==> src/rtl/mem_bus_arbiter.sv <==
// mem_bus_arbiter: round-robin N-port arbiter onto a single-master memory bus.
// Optional macro ARB_TIMEOUT_EN enables the WAIT-state watchdog on timeout_err.
module mem_bus_arbiter #(
  parameter int NUM_PORTS      = 2,
  parameter int ADDR_WIDTH     = 32,
  parameter int DATA_WIDTH     = 32,
  parameter int TIMEOUT_CYCLES = 64
) (
  input  logic                            clk,
  input  logic                            reset,
  input  logic                            programming,
  input  logic                            system_flush,
  input  logic                            system_stall,
  input  logic [NUM_PORTS-1:0]            req_valid,
  input  logic [NUM_PORTS-1:0]            we_in,
  input  logic [NUM_PORTS*ADDR_WIDTH-1:0] addr_in,
  input  logic [NUM_PORTS*DATA_WIDTH-1:0] wrt_data_in,
  output logic [NUM_PORTS-1:0]            grant,
  output logic [NUM_PORTS-1:0]            rsp_valid,
  output logic [DATA_WIDTH-1:0]           rd_data_out,
  output logic                            req_valid_o,
  output logic [ADDR_WIDTH-1:0]           addr_o,
  output logic [DATA_WIDTH-1:0]           wrt_data_o,
  output logic                            we_o,
  input  logic [DATA_WIDTH-1:0]           rd_data,
  input  logic                            data_valid,
  output logic                            busy,
  output logic                            timeout_err
);

  localparam int PTR_W = (NUM_PORTS > 1) ? $clog2(NUM_PORTS) : 1;
  localparam logic [NUM_PORTS-1:0] PORT_ONE = {{(NUM_PORTS-1){1'b0}}, 1'b1};

  typedef enum logic {IDLE = 1'b0, WAIT = 1'b1} state_t;

  state_t               state_r;
  logic [PTR_W-1:0]     rr_ptr_r;
  logic [PTR_W-1:0]     owner_r;
  logic                 kill_r;

  logic [NUM_PORTS-1:0] eligible_s;
  logic [NUM_PORTS-1:0] rot_s;
  logic [PTR_W-1:0]     offset_s;
  logic [PTR_W:0]       sum_s;
  logic [PTR_W:0]       wrap_s;
  logic [PTR_W-1:0]     winner_s;
  logic                 found_s;
  logic                 kill_now_s;
  logic [PTR_W-1:0]     next_ptr_s;
  logic                 expired_s;

  // Port 0 is additionally blocked by stall and flush.
  always_comb begin
    eligible_s    = req_valid & {NUM_PORTS{~programming}};
    eligible_s[0] = req_valid[0] & ~programming & ~system_stall & ~system_flush;
  end

  // Rotate so bit 0 is the port at rr_ptr; lowest set bit is the distance to the winner.
  assign rot_s = NUM_PORTS'({eligible_s, eligible_s} >> rr_ptr_r);

  // Priority search over the rotated vector, scanning downward so the nearest port wins.
  always_comb begin
    offset_s = '0;
    for (int k = NUM_PORTS - 1; k >= 0; k--) begin
      offset_s = rot_s[k] ? PTR_W'(k) : offset_s;
    end
  end

  assign sum_s      = {1'b0, rr_ptr_r} + {1'b0, offset_s};
  assign wrap_s     = (sum_s >= (PTR_W+1)'(NUM_PORTS)) ? (sum_s - (PTR_W+1)'(NUM_PORTS)) : sum_s;
  assign winner_s   = wrap_s[PTR_W-1:0];
  assign found_s    = |eligible_s;
  assign kill_now_s = kill_r | (system_flush & (owner_r == '0) & ~we_o);
  assign next_ptr_s = (owner_r == PTR_W'(NUM_PORTS - 1)) ? '0 : (owner_r + PTR_W'(1'b1));

`ifdef ARB_TIMEOUT_EN
  localparam int CNT_W = $clog2(TIMEOUT_CYCLES + 1);
  logic [CNT_W-1:0] wait_cnt_r;

  // Watchdog counts WAIT cycles; it sits at zero whenever the arbiter is idle.
  always_ff @(posedge clk or negedge reset) begin
    if (!reset) begin
      wait_cnt_r <= '0;
    end else if (state_r == IDLE) begin
      wait_cnt_r <= '0;
    end else begin
      wait_cnt_r <= wait_cnt_r + CNT_W'(1'b1);
    end
  end

  assign expired_s = (state_r == WAIT) && (wait_cnt_r == CNT_W'(TIMEOUT_CYCLES - 1));
`else
  logic [31:0] unused_timeout_s;
  assign unused_timeout_s = 32'(TIMEOUT_CYCLES);
  assign expired_s        = 1'b0;
`endif

  // Arbitration FSM with all bus- and port-side outputs registered.
  always_ff @(posedge clk or negedge reset) begin
    if (!reset) begin
      state_r     <= IDLE;
      rr_ptr_r    <= '0;
      owner_r     <= '0;
      kill_r      <= 1'b0;
      grant       <= '0;
      rsp_valid   <= '0;
      rd_data_out <= '0;
      req_valid_o <= 1'b0;
      addr_o      <= '0;
      wrt_data_o  <= '0;
      we_o        <= 1'b0;
      busy        <= 1'b0;
      timeout_err <= 1'b0;
    end else begin
      grant       <= '0;
      rsp_valid   <= '0;
      req_valid_o <= 1'b0;
      timeout_err <= 1'b0;
      case (state_r)
        IDLE: begin
          if (found_s) begin
            grant       <= PORT_ONE << winner_s;
            req_valid_o <= 1'b1;
            addr_o      <= addr_in[winner_s*ADDR_WIDTH +: ADDR_WIDTH];
            wrt_data_o  <= wrt_data_in[winner_s*DATA_WIDTH +: DATA_WIDTH];
            we_o        <= we_in[winner_s];
            owner_r     <= winner_s;
            kill_r      <= 1'b0;
            busy        <= 1'b1;
            state_r     <= WAIT;
          end else begin
            busy        <= 1'b0;
          end
        end
        WAIT: begin
          if (data_valid) begin
            // A killed ifetch read still completes the bus handshake, silently.
            if (!kill_now_s) begin
              rsp_valid   <= PORT_ONE << owner_r;
              rd_data_out <= rd_data;
            end else begin
              rsp_valid   <= '0;
            end
            rr_ptr_r <= next_ptr_s;
            kill_r   <= 1'b0;
            busy     <= 1'b0;
            state_r  <= IDLE;
          end else if (expired_s) begin
            timeout_err <= 1'b1;
            rr_ptr_r    <= next_ptr_s;
            kill_r      <= 1'b0;
            busy        <= 1'b0;
            state_r     <= IDLE;
          end else begin
            kill_r      <= kill_now_s;
          end
        end
        default: begin
          busy    <= 1'b0;
          state_r <= IDLE;
        end
      endcase
    end
  end

endmodule

==> config.mk <==
export PLATFORM = sky130hd
export DESIGN_NAME = mem_bus_arbiter
export DESIGN_NICKNAME = d
export VERILOG_FILES = /design/src/rtl/mem_bus_arbiter.sv
export SDC_FILE = /design/constraint.sdc
export NUM_CORES = 1
export LEC_CHECK = 0
export ABC_AREA = 1
export CAP_MARGIN = 20
export CORE_AREA = 2 2 105 107
export DETAILED_ROUTE_END_ITERATION = 10
export DIE_AREA = 0 0 107 109
export DONT_BUFFER_PORTS = 1
export RECOVER_POWER = 50
export SYNTH_ARGS = -nofsm -noshare
export SYNTH_HDL_FRONTEND = slang
export SYNTH_SLANG_ARGS = --single-unit
==> constraint.sdc <==
create_clock -name clk -period 1.7 [get_ports clk]
set_input_delay 0.085 -clock clk [delete_from_list [all_inputs] [get_ports clk]]
set_output_delay 0.085 -clock clk [all_outputs]
set_load 0.01 [all_outputs]
==> results of run 1 <==
[per-stage QoR]
stage | hold WS, ns | setup TNS, ns | utilization [%] | std cells
3_5_place_dp | -0.2085 | -1.735 | 49.17 | 785
3_3_place_gp | -0.2084 | 0 | 49.17 | 785
2_1_floorplan | -0.2106 | 0 | - | 674
[cell usage after synthesis, drive strengths merged]
cell    instances
a21oi           1
buf            24
clkbuf         17
conb            1
dfrtp         107
inv            71
nand2         341
nand3           7
nand4          61
nor2            6
nor3            1
nor4            1
o21ai          35
o31ai           1
[cell families after synthesis]
group	after synthesis	synth area share, %
and+or+nand+nor	417	34.33
AOI/OAI and AO/OA	37	3.725
buffers and inverters	112	9.764
DFF	107	52.11
other	1	0.07298
==> results.py, run 1 <==
metrics = {
    "placement": {
        "pre_cts_ws_ns": -0.1015,
        "gp_congestion": 0.7891,
        "dp_hpwl_mm": 9.448,
        "post_dp_cell_area_um2": 5214,
        "io_buffers": 0,
    },
    "synthesis": {
        "yosysTopAreaCellShare_pct": 52.11,
        "yosys-top-cells-area": "dfrtp_1, nand2_1, nand4_1, inv_1, o21ai_0",
        "yosysSeqAreaShare_pct": 52.11,
        "yosysTopAreaCell": "dfrtp_1",
        "yosysWarningCount": 0,
        "syn_nets": 844,
        "netlist_area_um2": 5139,
        "syn_avg_cell_area_um2": 7.624,
        "syn_inst": 674,
        "synth_cell_types": 23,
        "ys_seq_elements": 107,
    },
    "floorplanning": {
        "io_pins": 274,
        "die_width_um": 107,
        "rows": 38,
        "start_util_pct": 48.47,
        "die_y_um": 109,
    },
    "clock_network": {
        "clockBufferDepth": 2,
        "h-tree-depth": 3,
        "cts-resized-gates": 1,
        "cts_setup_buffers": 0,
        "cts.sinks": 107,
        "cts_buffers": 9,
        "cts_root_buffer": "clkbuf_8",
        "postCtsHoldBufs": 161,
    },
    "status": {
        "lastStage": "clock tree synthesis (4_1_cts)",
        "error": "[ERROR RSZ-0060] Max buffer count reached.",
        "status": "did not finish",
    },
}
==> inputs of run 2 (changes only) <==
- CORE_AREA: 2 2 105 107 -> unset
- CORE_UTILIZATION: unset -> 40
- DIE_AREA: 0 0 107 109 -> unset
- PLACE_DENSITY_LB_ADDON: unset -> 0.15
==> results.py, run 2 <==
metrics = {
    "critical_path": {
        "cpLargestDelayFamily": "simple AND/OR/NAND/NOR gates",
        "endpoint_kind": "flip-flop",
        "startpoint_type": "flip-flop",
        "required_ns": 1.94,
        "crit_fanout": 19,
        "critPathKind": "reg -> reg",
        "critPathBufInv": 1,
        "cp.arrival_ns": 1.73,
        "crit_chain": "nand2_2 > nand3_2 > nand2_2 > nor2_8 > buf_4 > nand2_1 > nand2_1",
        "cpPeakStageDelay_ns": 0.41,
        "crit_slowest_cell": "dfrtp_1",
    },
    "placement": {
        "dp_hpwl_mm": 9.775,
        "pre_cts_ws_ns": 0.1412,
        "gp_congestion": 0.7693,
        "post_dp_cell_area_um2": 5301,
        "io_buffers": 0,
    },
    "timing": {
        "fin_crit_sh_pct": 87.66,
        "slew_viol_final": 0,
        "fin_worst_skew_ns": 0.008264,
        "fmax_mhz": 671.1,
        "setup_slack_ns": 0.2099,
        "rsz0062_at_grt": "false",
        "setup_viol": 0,
        "holdWs_ns": -0.5719,
        "fin_crit_ns": 1.490,
        "finalSetupTns_ns": 0,
        "hold_violations": 107,
    },
    "synthesis": {
        "yosysWarningCount": 0,
        "yosys-top-cells-area": "dfrtp_1, nand2_1, nand4_1, inv_1, o21ai_0",
        "netlist_area_um2": 5139,
        "synth_edf_count": 0,
        "synth_cell_types": 23,
        "yosysTopAreaCellShare_pct": 52.11,
        "async_flop_share_pct": 100.0,
        "ys_seq_elements": 107,
        "yosysTopAreaCell": "dfrtp_1",
        "synthFlopType": "dfrtp_1",
        "synth.most_common_cell": "nand2_1",
        "syn_nets": 844,
        "yosysSeqAreaShare_pct": 52.11,
        "syn_avg_cell_area_um2": 7.624,
        "netlist_top_cells_count": "nand2_1, dfrtp_1, inv_1",
        "syn_inst": 674,
    },
    "cells_and_area": {
        "fillers": 1122,
        "seq_area_um2": 2678,
        "drive_above_1_share_pct": 4.970,
        "final_cell_mix": "nand2_1, dlygate4sd3_1, dfrtp_1",
        "antennaDiodeCount": 0,
        "multi_input_area_um2": 1972,
        "top_regs": "addr_o x32, rd_data_out x32, wrt_data_o x32",
        "area_growth_syn_to_layout_pct": 40.37,
        "finalInstanceArea_um2": 7213,
        "nNetsFinal": 990,
        "final_common_cell": "nand2_1",
    },
    "floorplanning": {
        "dieArea_um2": 13300,
        "rows": 41,
        "io_pins": 274,
        "die_y_um": 115.3,
        "die_width_um": 115.3,
        "coreArea_um2": 12570,
        "start_util_pct": 40.89,
    },
    "clock_network": {
        "postCtsHoldBufs": 162,
        "cts.sinks": 107,
        "insertion_delay_ns": 0.35,
        "clk_pin_slew_ns": 0.08,
        "clockBufferDepth": 2,
        "h-tree-depth": 3,
        "cts_root_buffer": "clkbuf_16",
        "cts_buffers": 9,
        "tritoncts": "built",
    },
    "grt": {
        "grt.total_usage_pct": 23.75,
        "grt-ovfl-total": 0,
        "grt_antenna_before_repair": 0,
        "grt_pass1_vias": 4936,
        "grt_start_max_net_pins": 108,
        "grt_pass1_wl_mm": 24.36,
    },
    "route": {
        "via_count": 4990,
        "initialDrtViolationCount": 313,
        "wl_per_cell_um": 16.13,
        "viasPerCell": 5.005,
        "dr.pass1.iters": 5,
        "drtAntennaViolNets": 0,
        "drc": 0,
        "drt-total-wl_mm": 16.08,
    },
    "worst_hold_path": {
        "hp-class": "in -> async",
    },
    "status": {
        "status": "finished with violations",
        "violations": "hold timing",
    },
    "pwr": {
        "ir_drop_v": 0.0004954,
        "p_per_area_nw_per_um2": 1075,
        "power_leakage_nw": 3.741,
    },
    "run": {
        "max_cap_violations": 0,
    },
}
==> run 2: cell counts after synthesis <==
No cell type changed its count.
==> run 2: layout make-up <==
cell class,count,area share (%)
inverters,71,3.695
multi-input cells,455,27.34
repair buffers,176,24.91
flip-flops and latches,107,37.12
clock inverters,7,0.8326
well taps,172,2.984
clock buffers,9,3.122
==> run 2: cells by family (layout without fill, tap and decap cells) <==
group / Yosys count / in the layout / share of synthesized area, %
and+or+nand+nor: 417 / 417 / 34.33
DFF: 107 / 107 / 52.11
AOI/OAI and AO/OA: 37 / 37 / 3.725
buffers and inverters: 112 / 263 / 9.764
other: 1 / 1 / 0.07298
==> run 2: metrics by stage <==
| stage | instances | total power [mW] | util (%) | hold slack, ns |
|---|---|---|---|---|
| final | 997 | 7.751 | 57.39 | -0.5719 |
| after floorplan | 674 | 4.947 | - | -0.2106 |
| after CTS | 997 | 7.786 | 57.35 | -0.5894 |
| after global placement | 818 | 5.338 | 42.06 | -0.2082 |
| after detailed placement | 819 | 5.428 | 42.18 | -0.2073 |
| after global routing | 997 | 8.225 | 57.39 | -0.5920 |
==> run 2: what timing repair did <==
item                                    4_1_cts  5_1_grt
gates resized for setup                       0        1
hold endpoints to repair                    208      107
endpoints found under the setup margin        0        3
buffers inserted                              0        0
==> run 2: where the power goes <==
part / switching (mW) / internal (mW) / total, mW / leakage, nW
clock network: 1.02 / 1.02 / 2.04 / 0.131
logic: 0.949 / 0.712 / 1.66 / 2.23
registers: 0.840 / 3.21 / 4.05 / 1.38
total: 2.81 / 4.94 / 7.75 / 3.74
==> run 2: worst paths after layout <==
path,start,to,slack (ns),cells past startpoint
setup / recovery,rr_ptr_r$_DFFE_PN0P_,addr_o[13]$_DFFE_PN0P_,0.21,7
hold / removal,reset,wrt_data_o[22]$_DFFE_PN0P_,-0.57,0
min in group clk,programming,grant[0]$_DFF_PN0_,0.03,3
hold reg to reg,kill_r$_DFFE_PN0P_,rsp_valid[1]$_DFF_PN0_,0.42,1
setup reg to reg,rr_ptr_r$_DFFE_PN0P_,addr_o[13]$_DFFE_PN0P_,0.21,7
max in group asynchronous,reset,addr_o[30]$_DFFE_PN0P_,2.10,0
==> run 2: routing by layer <==
metal | GRT usage [%] | up-vias | share of wire, %
met1 | 27.35 | 2330 | 39
li1 | - | 2387 | -
met5 | 0 | - | 0
met3 | 6.115 | 36 | 8.0
met4 | 10.65 | 0 | 2.9
met2 | 41.44 | 237 | 50
Note: power is estimated with default switching activity, not from simulation.
==> inputs of run 3 (changes only) <==
--- a/config.mk
+++ b/config.mk
@@ -11,4 +11,5 @@
 export DETAILED_ROUTE_END_ITERATION = 10
 export DONT_BUFFER_PORTS = 1
+export MAX_ROUTING_LAYER = met4
 export PLACE_DENSITY_LB_ADDON = 0.15
 export RECOVER_POWER = 50
==> constraint.sdc (replaced) <==
create_clock -name clk -period 1.7 [get_ports clk]
set_input_delay 0.34 -clock clk [delete_from_list [all_inputs] [get_ports clk]]
set_output_delay 0.34 -clock clk [all_outputs]
set_load 0.01 [all_outputs]
==> results.py, run 3 (synthesis gave the netlist of run 2 again) <==
metrics = {
    "critical_path": {
        "r2r_end": "wrt_data_o[10]$_DFFE_PN0P_",
        "endpoint_kind": "flip-flop",
        "reg2reg_depth": 8,
        "cpPeakStageDelay_ns": 0.43,
        "crit_fanout": 43,
        "r2r_start": "state_r$_DFF_PN0_",
        "crit_start": "state_r$_DFF_PN0_",
        "crit_slowest_cell": "buf_4",
        "required_ns": 1.99,
        "startpoint_type": "flip-flop",
        "cp.arrival_ns": 1.75,
        "critPathKind": "reg -> reg",
        "endpoint": "wrt_data_o[10]$_DFFE_PN0P_",
        "crit_chain": "buf_4 > inv_2 > nand2_2 > buf_4 > nand2_1 > nand2_1 > inv_1 > nand2_1",
        "crit_path_frequent_cell": "nand2_1",
        "r2r_slack_ns": 0.24,
    },
    "timing": {
        "fin_crit_sh_pct": 86.06,
        "fmax_mhz": 683.5,
        "hold_violations": 107,
        "finalSetupTns_ns": 0,
        "worst_pin_slew_ns": 0.6038,
        "slew_viol_final": 0,
        "rsz0062_at_grt": "false",
        "holdWs_ns": -0.3245,
        "slew_headroom_pct": 59.75,
        "fin_crit_ns": 1.463,
        "setup_viol": 0,
        "fin_worst_skew_ns": 0.008848,
    },
    "worst_hold_path": {
        "hp-class": "in -> async",
    },
    "clock_network": {
        "clk_pin_slew_ns": 0.08,
        "clockBufferDepth": 2,
        "tritoncts": "built",
        "cts-resized-gates": 0,
        "cts_root_buffer": "clkbuf_16",
        "insertion_delay_ns": 0.36,
        "h-tree-depth": 3,
        "cts_buffers": 9,
        "cts_setup_buffers": 0,
        "cts.sinks": 107,
    },
    "floorplanning": {
        "dieArea_um2": 13300,
        "die_width_um": 115.3,
        "io_pins": 274,
        "rows": 41,
        "die_y_um": 115.3,
        "coreArea_um2": 12570,
        "start_util_pct": 40.89,
    },
    "grt": {
        "grt_start_max_net_pins": 108,
        "grt_pass1_wl_mm": 21.68,
        "grt-ovfl-total": 0,
        "grt.total_usage_pct": 21.99,
        "grt_antenna_before_repair": 0,
        "grt_pass1_vias": 4145,
    },
    "status": {
        "status": "finished with violations",
        "violations": "hold timing",
    },
    "cells_and_area": {
        "final_common_cell": "nand2_1",
        "utilization_pct": 44.52,
        "nNetsFinal": 829,
        "antennaDiodeCount": 0,
        "area_growth_syn_to_layout_pct": 8.887,
        "drive_above_1_share_pct": 6.175,
        "top_regs": "addr_o x32, rd_data_out x32, wrt_data_o x32",
        "final_cell_mix": "nand2_1, dfrtp_1, inv_1",
        "layoutNonFillerInstCount": 836,
    },
    "pwr": {
        "power_leakage_nw": 3.073,
        "finalPower_mw": 7.409,
        "p_per_area_nw_per_um2": 1324,
        "ir_drop_v": 0.0005073,
    },
    "route": {
        "wl_per_cell_um": 16.86,
        "initialDrtViolationCount": 237,
        "drc": 0,
        "viasPerCell": 5.096,
        "drtAntennaViolNets": 0,
        "dr.pass1.iters": 6,
        "via_count": 4260,
        "drt-total-wl_mm": 14.09,
    },
    "placement": {
        "io_buffers": 0,
        "dp_hpwl_mm": 9.616,
        "gp_congestion": 0.7881,
        "place_inst": 820,
    },
    "run": {
        "max_cap_violations": 0,
    },
}
-- run 3: area by class of cell --
type / instances / area [um^2]
inverter: 71 / 266.5
tap: 172 / 215.2
fill: 1282 / 6973
clock buffer: 10 / 239.0
multi-input combinational: 455 / 1964
clock inverter: 6 / 52.55
timing repair buffer: 15 / 180.2
sequential: 107 / 2678
-- run 3: critical path: cells and delay by family, from the launching register on --
family / cells / cell delay, ns
buf+inv: 4 / 0.67
simple gates: 4 / 0.37
flops: 1 / 0.35
-- run 3: worst min-delay path by stage --
stage               slack, ns  start  cells after the start                    endpoint
floorplan                0.04  reset                      0       addr_o[0]$_DFFE_PN0P_
global placement         0.05  reset                      0  wrt_data_o[22]$_DFFE_PN0P_
detailed placement       0.05  reset                      0  wrt_data_o[20]$_DFFE_PN0P_
CTS                     -0.35  reset                      0            we_o$_DFFE_PN0P_
global route            -0.34  reset                      0  wrt_data_o[22]$_DFFE_PN0P_
finish                  -0.32  reset                      0  wrt_data_o[22]$_DFFE_PN0P_
-- run 3: power breakdown --
part           switching (mW)  internal (mW)
logic                   0.846          0.465
clock network            1.01           1.06
registers               0.814           3.21
total                    2.67           4.74
-- run 3: per-layer routing --
layer | part of all wire, % | wire [um] | GRT usage [%]
met2 | 49 | 6948 | 34.93
met1 | 40 | 5615 | 26.01
met4 | 2.2 | 303 | 9.524
met5 | 0 | 0 | -
met3 | 8.7 | 1224 | 6.168
-- run 3: stage by stage --
| step | hold slack, ns | worst slack (ns) | cell area [um^2] |
|---|---|---|---|
| global placement | 0.04686 | -0.04497 | 5281 |
| global route | -0.3426 | 0.08260 | 5595 |
| detailed placement | 0.04684 | 0.1872 | 5309 |
| floorplan | 0.04441 | 0.3933 | 5139 |
| finish | -0.3245 | 0.2370 | 5595 |
| CTS | -0.3475 | 0.2174 | 5600 |
==> inputs of run 4 (changes only) <==
- clock period: 1.7 -> 1.3 ns (I/O delays scaled with it)
==> results.py, run 4 (synthesis gave the netlist of run 2 again) <==
metrics = {
    "timing": {
        "finalSetupTns_ns": -0.7759,
        "holdWs_ns": -0.3930,
        "slew_viol_final": 0,
        "fmax_mhz": 740.6,
        "hold_violations": 107,
        "setup_slack_ns": -0.05029,
        "setup_viol": 42,
        "fin_crit_ns": 1.350,
        "fin_crit_sh_pct": 103.9,
        "rsz0062_at_grt": "true",
        "fin_worst_skew_ns": 0.01039,
    },
    "floorplanning": {
        "dieArea_um2": 13300,
        "io_pins": 274,
        "rows": 41,
        "coreArea_um2": 12570,
        "die_y_um": 115.3,
        "die_width_um": 115.3,
        "start_util_pct": 40.89,
    },
    "critical_path": {
        "cpPeakStageDelay_ns": 0.40,
        "r2r_slack_ns": -0.05,
        "required_ns": 1.54,
        "r2r_end": "addr_o[11]$_DFFE_PN0P_",
        "crit_slowest_cell": "dfrtp_1",
        "endpoint_kind": "flip-flop",
        "critPathKind": "reg -> reg",
        "startpoint_type": "flip-flop",
        "crit_chain": "nand2_2 > nand3_4 > nand2_4 > nor2_8 > buf_12 > buf_12 > buf_16 > nand2_2 > nand2_1",
        "cp.arrival_ns": 1.59,
        "r2r_start": "rr_ptr_r$_DFFE_PN0P_",
        "reg2reg_depth": 9,
        "crit_fanout": 5,
    },
    "clock_network": {
        "cts.sinks": 107,
        "tritoncts": "built",
        "h-tree-depth": 3,
        "clockBufferDepth": 2,
        "insertion_delay_ns": 0.35,
        "clk_pin_slew_ns": 0.07,
        "cts_buffers": 9,
        "cts_root_buffer": "clkbuf_16",
    },
    "grt": {
        "met3_usage_pct": 6.168,
        "globalRouteMet1Util_pct": 26.21,
        "top_usage_layer": "met2",
        "grt.total_usage_pct": 22.56,
        "grt_util_met2_pct": 37.01,
        "grt_antenna_before_repair": 0,
        "grt-ovfl-total": 0,
        "grt_start_max_net_pins": 108,
        "grt_pass1_wl_mm": 21.97,
        "grt_pass1_vias": 4190,
    },
    "cells_and_area": {
        "antennaDiodeCount": 0,
        "seq_area_um2": 2678,
        "multi_input_area_um2": 2216,
        "final_common_cell": "nand2_1",
        "drive_above_1_share_pct": 20.60,
        "area_growth_syn_to_layout_pct": 29.02,
        "final_cell_mix": "nand2_1, dfrtp_1, inv_1",
        "nNetsFinal": 870,
        "fillers": 1195,
        "top_regs": "addr_o x32, rd_data_out x32, wrt_data_o x32",
    },
    "pwr": {
        "p_sw_share_pct": 34.18,
        "comb_power_share_pct": 22.9,
        "switching_power_mw": 3.768,
        "power_leakage_nw": 3.555,
        "p_int_mw": 7.256,
        "pwr-share-clk_pct": 28.6,
        "p_per_area_nw_per_um2": 1663,
        "finalPower_mw": 11.02,
        "ir_drop_v": 0.0007464,
        "pwr-share-seq_pct": 48.5,
    },
    "worst_hold_path": {
        "hp-class": "in -> async",
    },
    "route": {
        "wl_per_cell_um": 19.85,
        "dr.pass1.iters": 6,
        "drc": 0,
        "initialDrtViolationCount": 324,
        "via_count": 4635,
        "drt-total-wl_mm": 17.39,
        "viasPerCell": 5.291,
        "drtAntennaViolNets": 0,
    },
    "placement": {
        "gp_congestion": 0.7534,
        "io_buffers": 0,
        "dp_hpwl_mm": 9.804,
        "pre_cts_ws_ns": -0.1424,
    },
    "status": {
        "violations": "hold timing, setup timing",
        "status": "finished with violations",
    },
    "run": {
        "max_cap_violations": 0,
    },
}
run 4: cell count changes in the layout (fill, tap and decap cells not counted), moves of 7 or more:
cell	change
nand2_1	-59
nand2_2	+44
nand2_4	+14
buf_4	+12
clkbuf_16	+11
inv_1	-7
run 4: layout make-up:
type | count | area share, %
clock inverter | 4 | 1.491
inverter | 71 | 4.189
tap | 172 | 3.246
sequential | 107 | 40.39
multi-input combinational | 455 | 33.42
clock buffer | 11 | 3.661
timing repair buffer | 56 | 13.61
run 4: how the worst max path moves through the flow:
stage	from	endpoint	slack (ns)
after detailed placement	kill_r$_DFFE_PN0P_	rd_data_out[4]$_DFFE_PN0P_	-0.14
after global routing	state_r$_DFF_PN0_	addr_o[11]$_DFFE_PN0P_	-0.12
after global placement	owner_r$_DFFE_PN0P_	rd_data_out[3]$_DFFE_PN0P_	-0.40
after floorplan	state_r$_DFF_PN0_	addr_o[4]$_DFFE_PN0P_	0.06
after CTS	state_r$_DFF_PN0_	addr_o[18]$_DFFE_PN0P_	-0.06
final	rr_ptr_r$_DFFE_PN0P_	addr_o[11]$_DFFE_PN0P_	-0.05
run 4: per-layer routing:
layer	vias to the layer above	share of wire (%)	routed length [um]
li1	2159	-	-
met1	2200	40	6905
met2	243	48	8367
met3	33	9.9	1717
met4	0	2.3	401
met5	-	0	0
run 4: worst max-delay path, delay by kind of cell, from the launching register on:
| kind | cells | cell delay [ns] |
|---|---|---|
| buffers and inverters | 3 | 0.39 |
| and+or+nand+nor | 6 | 0.45 |
| DFF | 1 | 0.40 |
run 4: power groups by stage:
stage          sequential [mW]  clock (mW)  combinational [mW]
5_1_grt                   5.45        3.36                2.84
2_1_floorplan             5.11           0                1.36
3_5_place_dp              5.34           0                1.79
6_report                  5.35        3.15                2.53
3_3_place_gp              5.33           0                1.70
4_1_cts                   5.29        3.22                1.94
run 4: what timing repair did:
item	CTS	global route
endpoints found under the setup margin	77	96
resized for setup	14	95
cloned	3	17
setup buffers	7	4
endpoints found under the hold margin	107	108
pin swaps	4	17
run 4: through the flow:
stage,util [%],cells,cell area [um^2]
6_report,52.75,876,6630
5_1_grt,52.75,876,6630
4_1_cts,47.42,855,5959
3_5_place_dp,42.94,830,5396
3_3_place_gp,42.82,829,5381
2_1_floorplan,-,674,5139
